===== config.mk =====
export PLATFORM = sky130hd
export DESIGN_NAME = elevator_scheduler
export DESIGN_NICKNAME = d
export VERILOG_FILES = /design/src/rtl/elevator_scheduler.sv
export SDC_FILE = /design/constraint.sdc
export NUM_CORES = 1
export LEC_CHECK = 0
export BUFFER_PORTS_ARGS = -buffer_cell sky130_fd_sc_hd__buf_2
export CAP_MARGIN = 0
export CORE_MARGIN = 2
export CORE_UTILIZATION = 53
export CTS_CLUSTER_SIZE = 16
export DETAILED_ROUTE_END_ITERATION = 8
export GPL_ROUTABILITY_DRIVEN = 0
export PLACE_DENSITY = 0.81
export SETUP_SLACK_MARGIN = 0.05
export SLEW_MARGIN = 20
export SYNTH_ARGS = -nofsm -noshare
export SYNTH_HDL_FRONTEND = slang
export SYNTH_SLANG_ARGS = --single-unit

===== constraint.sdc =====
create_clock -name clk_in -period 2.1 [get_ports clk_in]
set_input_delay 0.21 -clock clk_in [delete_from_list [all_inputs] [get_ports clk_in]]
set_output_delay 0.21 -clock clk_in [all_outputs]
set_load 0.05 [all_outputs]

===== src/rtl/elevator_scheduler.sv =====
// Single-car elevator sequencer: latches floor calls, serves them in SCAN order,
// and times floor-to-floor travel and door dwell in units of the tick strobe.
module elevator_scheduler #(
  parameter int NUM_FLOORS   = 4,
  parameter int FW           = 2,
  parameter int TRAVEL_TICKS = 50,
  parameter int DOOR_TICKS   = 100
) (
  input  logic                  clk_in,
  input  logic                  rst,
  input  logic                  tick,
  input  logic [NUM_FLOORS-1:0] req_in,
  output logic [NUM_FLOORS-1:0] pending,
  output logic [FW-1:0]         cur_floor,
  output logic                  dir_up,
  output logic                  moving,
  output logic                  door_open
);

  typedef enum logic [1:0] {
    S_IDLE,
    S_MOVE_UP,
    S_MOVE_DOWN,
    S_DOOR_OPEN
  } state_t;

  localparam logic [7:0]    TRAVEL_LAST = 8'(TRAVEL_TICKS - 1);
  localparam logic [7:0]    DOOR_LAST   = 8'(DOOR_TICKS - 1);
  localparam logic [FW-1:0] TOP_FLOOR   = FW'(NUM_FLOORS - 1);

  state_t                  r_state;
  logic [NUM_FLOORS-1:0]   r_pending;
  logic [FW-1:0]           r_cur_floor;
  logic                    r_dir_up;
  logic                    r_moving;
  logic                    r_door_open;
  logic [7:0]              r_cnt;

  logic [NUM_FLOORS-1:0]   w_req_all;
  logic [NUM_FLOORS-1:0]   w_above;
  logic [NUM_FLOORS-1:0]   w_below;
  logic [NUM_FLOORS-1:0]   w_beyond_up;
  logic [NUM_FLOORS-1:0]   w_beyond_dn;
  logic [NUM_FLOORS-1:0]   w_cur_bit;
  logic [NUM_FLOORS-1:0]   w_up_bit;
  logic [NUM_FLOORS-1:0]   w_dn_bit;
  logic [FW-1:0]           w_floor_up;
  logic [FW-1:0]           w_floor_dn;
  logic                    w_here;
  logic                    w_req_up;
  logic                    w_req_dn;

  // Decisions look at latched calls plus this cycle's pulses.
  assign w_req_all  = r_pending | req_in;
  assign w_floor_up = r_cur_floor + FW'(1);
  assign w_floor_dn = r_cur_floor - FW'(1);

  for (genvar gi = 0; gi < NUM_FLOORS; gi++) begin : g_floor
    localparam logic [FW-1:0] FLOOR_I = FW'(gi);
    assign w_above[gi]     = w_req_all[gi] && (FLOOR_I > r_cur_floor);
    assign w_below[gi]     = w_req_all[gi] && (FLOOR_I < r_cur_floor);
    assign w_beyond_up[gi] = w_req_all[gi] && (FLOOR_I > w_floor_up);
    assign w_beyond_dn[gi] = w_req_all[gi] && (FLOOR_I < w_floor_dn);
    assign w_cur_bit[gi]   = (FLOOR_I == r_cur_floor);
    assign w_up_bit[gi]    = (FLOOR_I == w_floor_up);
    assign w_dn_bit[gi]    = (FLOOR_I == w_floor_dn);
  end

  assign w_here   = |(w_req_all & w_cur_bit);
  assign w_req_up = |(w_req_all & w_up_bit);
  assign w_req_dn = |(w_req_all & w_dn_bit);

  always_ff @(posedge clk_in) begin
    if (rst) begin
      r_state     <= S_IDLE;
      r_pending   <= '0;
      r_cur_floor <= '0;
      r_dir_up    <= 1'b1;
      r_moving    <= 1'b0;
      r_door_open <= 1'b0;
      r_cnt       <= '0;
    end else begin
      r_pending <= w_req_all;
      case (r_state)
        S_IDLE: begin
          r_cnt <= '0;
          if (w_here) begin
            r_state     <= S_DOOR_OPEN;
            r_door_open <= 1'b1;
            r_pending   <= w_req_all & ~w_cur_bit;
          end else if (|w_above && (r_dir_up || !(|w_below))) begin
            r_state  <= S_MOVE_UP;
            r_moving <= 1'b1;
            r_dir_up <= 1'b1;
          end else if (|w_below) begin
            r_state  <= S_MOVE_DOWN;
            r_moving <= 1'b1;
            r_dir_up <= 1'b0;
          end
        end

        S_MOVE_UP: begin
          if (tick) begin
            if (r_cnt == TRAVEL_LAST) begin
              r_cnt <= '0;
              if (r_cur_floor == TOP_FLOOR) begin
                r_state  <= S_IDLE;
                r_moving <= 1'b0;
              end else begin
                r_cur_floor <= w_floor_up;
                if (w_req_up) begin
                  r_state     <= S_DOOR_OPEN;
                  r_moving    <= 1'b0;
                  r_door_open <= 1'b1;
                  r_pending   <= w_req_all & ~w_up_bit;
                end else if (!(|w_beyond_up)) begin
                  r_state  <= S_IDLE;
                  r_moving <= 1'b0;
                end
              end
            end else begin
              r_cnt <= r_cnt + 8'd1;
            end
          end
        end

        S_MOVE_DOWN: begin
          if (tick) begin
            if (r_cnt == TRAVEL_LAST) begin
              r_cnt <= '0;
              if (r_cur_floor == '0) begin
                r_state  <= S_IDLE;
                r_moving <= 1'b0;
              end else begin
                r_cur_floor <= w_floor_dn;
                if (w_req_dn) begin
                  r_state     <= S_DOOR_OPEN;
                  r_moving    <= 1'b0;
                  r_door_open <= 1'b1;
                  r_pending   <= w_req_all & ~w_dn_bit;
                end else if (!(|w_beyond_dn)) begin
                  r_state  <= S_IDLE;
                  r_moving <= 1'b0;
                end
              end
            end else begin
              r_cnt <= r_cnt + 8'd1;
            end
          end
        end

        S_DOOR_OPEN: begin
          // A call to the open floor holds the door rather than queuing a revisit.
          r_pending <= w_req_all & ~w_cur_bit;
          if (|(req_in & w_cur_bit)) begin
            r_cnt <= '0;
          end else if (tick) begin
            if (r_cnt == DOOR_LAST) begin
              r_state     <= S_IDLE;
              r_door_open <= 1'b0;
              r_cnt       <= '0;
            end else begin
              r_cnt <= r_cnt + 8'd1;
            end
          end
        end

        default: begin
          r_state     <= S_IDLE;
          r_moving    <= 1'b0;
          r_door_open <= 1'b0;
          r_cnt       <= '0;
        end
      endcase
    end
  end

  assign pending   = r_pending;
  assign cur_floor = r_cur_floor;
  assign dir_up    = r_dir_up;
  assign moving    = r_moving;
  assign door_open = r_door_open;

endmodule


==> out/summary.md, run 1 <==
• outcome: finished, violations left
• violated checks: design-rule violations
• Max FO, Critical Path: 6
• placed wire-length estimate after detailed placement: 2.99 mm
• crit share post-route: 0.985
• top cells by count, synth: dfxtp_1 (19), inv_1 (15), o21ai_0 (15)
• critical register-to-register path endpoint: r_state[0]$_SDFFE_PP0P_
• final worst clock skew: 0.0104 ns
• most repeated cell in the gate-level netlist after synthesis: dfxtp_1
• relative slew slack: 0.642
• max cap viols: 0
• required time at the worst-slack endpoint: 2.31 ns
• first-pass GRT wire length: 7.00 mm
• post-synthesis cell type count: 56
• share of post-route cells with drive strength above 1: 0.289
• standard cell core area: 2810 µm²
• final setup violation count: 0
• number of violations reported at the end of detailed-routing iteration 0: 319
• post-route DRC violation count: 2
• post-synthesis instance total: 189
• final critical delay including setup and external delays: 2.07 ns
• total power per unit cell area: 1340 nW/µm²
• number of cell instances on the worst register-to-register path: 7
• pin count of the biggest net entering global routing: 22
• pins over their slew limit: 0
• remaining global-route overflow: 0
• drt total wl: 4.41 mm
• Boundary Pins: 16
• maximum achievable frequency: 0.483 GHz
• maximum count of clock buffers along a single path: 2
• Antenna Violating Nets Remaining: 0
• R2R setup slack: 0.03 ns
• slew at the pin closest to its max-slew limit: 0.523 ns
• Synth Net Count: 210
• area share of the largest cell type after synthesis: 0.239
• crit path kind: register to register
• # nets final: 233
• LEAKAGE: 0.738 nW
• initial cell density of the core: 0.567
• crit path capture: r_state[0]$_SDFFE_PP0P_
• setup total negative slack: 0 ns
• Reg2Reg Launch Point: cur_floor[1]$_SDFFE_PP0P_
• count of vias placed by the detailed router: 1666
• floorplan die area: 3460 µm²
• number of storage elements in the synthesis netlist: 19
• post-DR wirelength/cell: 18.2 µm
• Peak VDD IR: 0.839 mV
• area growth from synthesis to final layout: 18.1%
• Die H: 58.8 µm
• total clock sinks: 19
• DRT Pass-1 Iters: 9
• number of vias per cell after detailed routing: 6.88
• startpoint type of the worst setup path: register
• biggest area consumer among synthesized cells: dfxtp_1
• Critical path origin: cur_floor[1]$_SDFFE_PP0P_
• Netlist Area Pre-Place: 1590 µm²
• total of warnings raised by yosys: 0
• number of rows in the core area: 19
• clock slew at reported path FFs: 0.12 ns
• worst min-delay path category: input pin to register
• # fillers: 217
• leading post-synthesis cells by cell area: dfxtp_1 (24%), ha_1 (11%), o21ai_0 (4.7%), xor2_1 (3.9%), inv_1 (3.5%)
• hold slack final: 0.338 ns
• CTS HTree Levels: 1
• antenna diode instance count: 0
• number of global-route vias before repair: 1466
• register area share after synthesis: 0.239
• EDFF count, synth: 0
• Port Buf Inserts: 15
• antenna violations before repair: 0
• Horiz. Die Dim: 58.8 µm
• arrival time at the worst endpoint: 2.27 ns
• flip-flop cell with the highest count after synthesis: dfxtp_1
• kind of capture point of the worst setup path: register
• clock insertion delay at the later pin of the skew report: 0.30 ns
• CTS buffer count: 3
• root cell of the clock tree: clkbuf_4
• ys async rst share: 0
• total power consumption of the routed design: 0.00253 W
• average footprint of a synthesized cell: 8.42 µm²
• RSZ-0062 raised after global routing: yes
• clock tree from TritonCTS: done
• count of endpoints failing hold in the final timing report: 0
• Tot GR Track Use: 0.258
## placed cells by master (no fill, tap or decap), types with 4 or more instances in the layout
cell / n
dfxtp_1: 17
o21ai_0: 15
buf_2: 15
inv_1: 13
buf_4: 13
nor2_1: 12
nand2_1: 10
ha_1: 8
xor2_1: 7
nor3_1: 6
a31oi_1: 5
a21oi_1: 5
nand4_1: 5
o21bai_1: 4
ha_2: 4
## logic make-up (layout without fill, tap and decap cells)
group / after synthesis / after routing / share of synthesized area
AO/OA/AOI/OAI: 67 / 67 / 0.326
AND/OR/NAND/NOR: 54 / 54 / 0.205
buffers and inverters: 25 / 47 / 0.0621
flip-flops: 19 / 19 / 0.239
adder cells (fa/ha/maj): 14 / 14 / 0.110
XOR/XNOR: 8 / 8 / 0.0440
multiplexers: 2 / 2 / 0.0134
## cell type report
type                       instances  area (µm²)  area share
clock buffer                       4        26.3      0.0140
inverter                          15        63.8      0.0340
multi-input combinational        145        1190       0.633
sequential                        19         388       0.206
tap                               31        38.8      0.0206
timing repair buffer              28         173      0.0919
## metrics by stage
stage | setup slack (ns) | util | cell area, µm² | instances
5_1_grt | -0.0666 | 0.670 | 1880 | 242
3_3_place_gp | 0.0691 | 0.610 | 1710 | 230
2_1_floorplan | 0.0523 | - | 1600 | 189
3_5_place_dp | 0.000232 | 0.610 | 1710 | 230
4_1_cts | 0.0187 | 0.624 | 1750 | 234
6_report | 0.0313 | 0.670 | 1880 | 242
## power by group
part / internal (W) / switching (W) / total [W] / leakage, nW
logic: 0.000679 / 0.00109 / 0.00177 / 0.566
registers: 0.000458 / 0.000111 / 0.000569 / 0.157
clock network: 0.0000740 / 0.000116 / 0.000190 / 0.0150
total: 0.00121 / 0.00132 / 0.00253 / 0.738
## repair_timing
item                                    CTS  global route
pin swaps                                 0             9
resized for setup                         2            16
hold buffers                              0             0
endpoints found under the setup margin    4            12
setup buffers                             0             8
## registers in the layout (all words and copies together), names as in the netlist
name and count:
cur_floor 2, r_state 2, dir_up 1, r_cnt 8, door_open 1, pending 4, moving 1
## critical path: stages, from the launching register on
cell	delay, ns
dfxtp_4	0.41
clkinvlp_4	0.17
ha_2	0.24
a22oi_2	0.29
nand4_1	0.16
a21oi_2	0.20
nand4_1	0.18
mux2_4	0.33
## routing by layer
layer  GRT usage  share of wire  vias to the layer above
met3      0.0374          0.085                       22
met5           0              0                        -
li1            -              -                      770
met4      0.0942          0.036                        0
met2       0.422           0.47                      101
met1       0.343           0.41                      773
## how the worst min path moves through the flow
stage	cells after the start	slack [ns]	to	from
after floorplan	2	0.34	dir_up$_SDFFE_PP1P_	rst
after global placement	2	0.46	moving$_SDFFE_PP0P_	moving$_SDFFE_PP0P_
after detailed placement	2	0.48	moving$_SDFFE_PP0P_	moving$_SDFFE_PP0P_
after CTS	2	0.32	cur_floor[0]$_SDFFE_PP0P_	rst
after global routing	2	0.34	cur_floor[0]$_SDFFE_PP0P_	rst
final	2	0.34	cur_floor[0]$_SDFFE_PP0P_	rst
(Power assumes the default switching activity.)
==> run 2, diff against run 1 <==
--- a/config.mk
+++ b/config.mk
@@ -5,6 +5,7 @@
 export SDC_FILE = /design/constraint.sdc
 export NUM_CORES = 1
 export LEC_CHECK = 0
+export ABC_AREA = 0
 export BUFFER_PORTS_ARGS = -buffer_cell sky130_fd_sc_hd__buf_2
 export CAP_MARGIN = 0
 export CORE_MARGIN = 2
@@ -13,6 +14,7 @@
 export DETAILED_ROUTE_END_ITERATION = 8
 export GPL_ROUTABILITY_DRIVEN = 0
 export PLACE_DENSITY = 0.81
+export REMOVE_ABC_BUFFERS = 1
 export SETUP_SLACK_MARGIN = 0.05
 export SLEW_MARGIN = 20
 export SYNTH_ARGS = -nofsm -noshare
==> run 2 against run 1 <==
- highest routed layer unchanged
- clock power increased by 5%
- die area did not move
- critical endpoint unchanged
- maximum frequency rose by 0.12%
- non-clock buffer count rose by 4
- combinational power about the same
- worst setup slack improved by 0.0024 ns
- worst hold slack got worse by 0.14 ns
- design area up 2.1%
- critical path depth is the same
- the run still ends with design-rule violations left
- largest cell class unchanged
- wire length fell by 4.7%
==> out/summary.md, run 2 (synthesized netlist as in run 1, its figures left out) <==
• clock slew at reported path FFs: 0.11 ns, was 0.12 ns
• final setup violation count: 0, unchanged
• delay-heaviest family, CP: compound AO/OA/AOI/OAI gates, unchanged
• area growth from synthesis to final layout: 20.6%, was 18.1%
• critical register-to-register path endpoint: r_state[0]$_SDFFE_PP0P_, unchanged
• Port Buf Inserts: 15, unchanged
• top library cells by usage in the layout, fill and taps aside: dfxtp_1 (18), buf_4 (16), buf_2 (15), was dfxtp_1 (17), o21ai_0 (15), buf_2 (15)
• hold slack final: 0.199 ns, was 0.338 ns
• startpoint type of the worst setup path: register, unchanged
• Placement Cell Area: 1750 µm², was 1710 µm²
• final critical delay including setup and external delays: 2.07 ns, about the same
• max cap viols: 0, unchanged
• count of hold buffers inserted by post-cts repair: 0, unchanged
• violated checks: design-rule violations, unchanged
• setup slack after placement: -0.0364 ns, was 0.000232 ns
• total clock sinks: 19, unchanged
• maximum achievable frequency: 0.484 GHz, was 0.483 GHz
• commonest non-fill, non-tap cell in the layout: dfxtp_1, unchanged
• crit path kind: register to register, unchanged
• number of vias per cell after detailed routing: 6.82, was 6.88
• Critical path origin: cur_floor[1]$_SDFFE_PP0P_, unchanged
• pins over their slew limit: 0, unchanged
• number of global-route vias before repair: 1552, was 1466
• final worst clock skew: 0.00277 ns, was 0.0104 ns
• Antenna Violating Nets Remaining: 0, unchanged
• post-placement cell count: 236, was 230
• largest register by flop count: r_cnt, unchanged
• total buffers and inverters traversed by the critical path: 1, unchanged
• # nets final: 237, was 233
• crit share post-route: 0.984, was 0.985
• arrival time at the worst endpoint: 2.28 ns, was 2.27 ns
• number of flip-flops under the largest register name: 8, unchanged
• post-route DRC violation count: 2, unchanged
• Die H: 58.8 µm, unchanged
• required time at the worst-slack endpoint: 2.31 ns, about the same
• Reg2Reg Launch Point: cur_floor[1]$_SDFFE_PP0P_, unchanged
• LEAKAGE: 0.754 nW, was 0.738 nW
• Horiz. Die Dim: 58.8 µm, unchanged
• root cell of the clock tree: clkbuf_4, unchanged
• Max FO, Critical Path: 6, unchanged
• maximum count of clock buffers along a single path: 2, unchanged
• clock insertion delay at the later pin of the skew report: 0.32 ns, was 0.30 ns
• floorplan die area: 3460 µm², unchanged
• hold path startpoint: rst, unchanged
• pin count of the biggest net entering global routing: 14, was 22
• standard cell core area: 2810 µm², unchanged
• number of rows in the core area: 19, unchanged
• Peak VDD IR: 0.622 mV, was 0.839 mV
• count of endpoints failing hold in the final timing report: 0, unchanged
• first-pass GRT wire length: 6.77 mm, was 7.00 mm
• summed area of non-filler cells in the final layout: 1920 µm², was 1880 µm²
• count of vias placed by the detailed router: 1677, was 1666
• relative slew slack: 0.670, was 0.642
• CTS buffer count: 3, unchanged
• RSZ-0062 raised after global routing: yes, unchanged
• remaining global-route overflow: 0, unchanged
• outcome: finished, violations left, unchanged
• setup total negative slack: 0 ns, unchanged
• total power per unit cell area: 1320 nW/µm², was 1340 nW/µm²
• post-route insts no fill: 246, was 242
• CP max-delay cell: dfxtp_4, unchanged
• initial cell density of the core: 0.567, unchanged
• slew at the pin closest to its max-slew limit: 0.482 ns, was 0.523 ns
• final worst slack: 0.0337 ns, was 0.0313 ns
• clock tree from TritonCTS: done, unchanged
• placed wire-length estimate after detailed placement: 3.11 mm, was 2.99 mm
• Boundary Pins: 16, unchanged
• antenna violations before repair: 0, unchanged
• drt total wl: 4.20 mm, was 4.41 mm
• share of post-route cells with drive strength above 1: 0.298, was 0.289
• largest stage delay on the critical path: 0.40 ns, was 0.41 ns
• worst min-delay path category: input pin to register, unchanged
• Tot GR Track Use: 0.253, was 0.258
• number of cell instances on the worst register-to-register path: 7, unchanged
• R2R setup slack: 0.03 ns, about the same
• Hold Crit Endpoint: r_cnt[1]$_SDFFE_PP0P_, was cur_floor[0]$_SDFFE_PP0P_
• CTS HTree Levels: 1, unchanged
• cell seen most often among critical-path stages: nand4_1, unchanged
• antenna diode instance count: 0, unchanged
• kind of capture point of the worst setup path: register, unchanged
• worst-path cell chain: clkinvlp_4 > ha_2 > a22oi_2 > nand4_1 > a21oi_2 > nand4_1 > mux2_1, was clkinvlp_4 > ha_2 > a22oi_2 > nand4_1 > a21oi_2 > nand4_1 > mux2_4
• post-DR wirelength/cell: 17.1 µm, was 18.2 µm
• depth of the worst hold-timing path: 2, unchanged
• number of violations reported at the end of detailed-routing iteration 0: 242, was 319
• DRT Pass-1 Iters: 8, was 9
==> run 2: worst register-to-register path: cells and delay by family, from the launching register on <==
family                   cells  cell delay [ns]
flip-flops                   1             0.40
buffers and inverters        1             0.19
adder cells (fa/ha/maj)      1             0.25
AO/OA/AOI/OAI                2             0.46
multiplexers                 1             0.35
AND/OR/NAND/NOR              2             0.32
==> run 2: through the flow <==
stage	total power (W)	util
after floorplan	0.00167	-
after global placement	0.00210	0.622
after detailed placement	0.00213	0.622
after CTS	0.00235	0.636
after global routing	0.00269	0.684
final	0.00253	0.684
==> run 2: cell type report <==
cell class | instances | area [µm²]
multi-input combinational | 145 | 1200
timing repair buffer | 32 | 206
clock inverter | 1 | 7.51
fill | 218 | 886
sequential | 19 | 384
tap | 31 | 38.8
inverter | 15 | 60.1
clock buffer | 3 | 22.5
==> run 2: per-layer routing <==
| metal | share of wire | track usage | vias to the layer above |
|---|---|---|---|
| met5 | 0 | 0 | - |
| met4 | 0.035 | 0.130 | 0 |
| met3 | 0.070 | 0.0286 | 23 |
| met2 | 0.48 | 0.440 | 89 |
| met1 | 0.42 | 0.304 | 788 |
| li1 | - | - | 777 |
==> run 2: what timing repair did <==
| action | CTS | global route |
|---|---|---|
| pin swaps | 1 | 10 |
| setup endpoints to repair | 3 | 13 |
| gates resized for setup | 2 | 21 |
| setup buffers | 0 | 6 |
==> run 2: where the power goes <==
group	internal [W]	total, W	switching [W]
logic	0.000709	0.00179	0.00108
clock network	0.0000730	0.000199	0.000126
registers	0.000452	0.000544	0.0000919
total	0.00123	0.00253	0.00130
==> run 2: worst max-delay path by stage <==
stage	endpoint	slack, ns	depth (start not counted)
after floorplan	r_state[0]$_SDFFE_PP0P_	-0.30	7
after global placement	r_state[0]$_SDFFE_PP0P_	0.08	7
after detailed placement	r_state[0]$_SDFFE_PP0P_	-0.04	7
after CTS	r_state[0]$_SDFFE_PP0P_	0.03	7
after global routing	r_state[0]$_SDFFE_PP0P_	-0.06	7
final	r_state[0]$_SDFFE_PP0P_	0.03	7
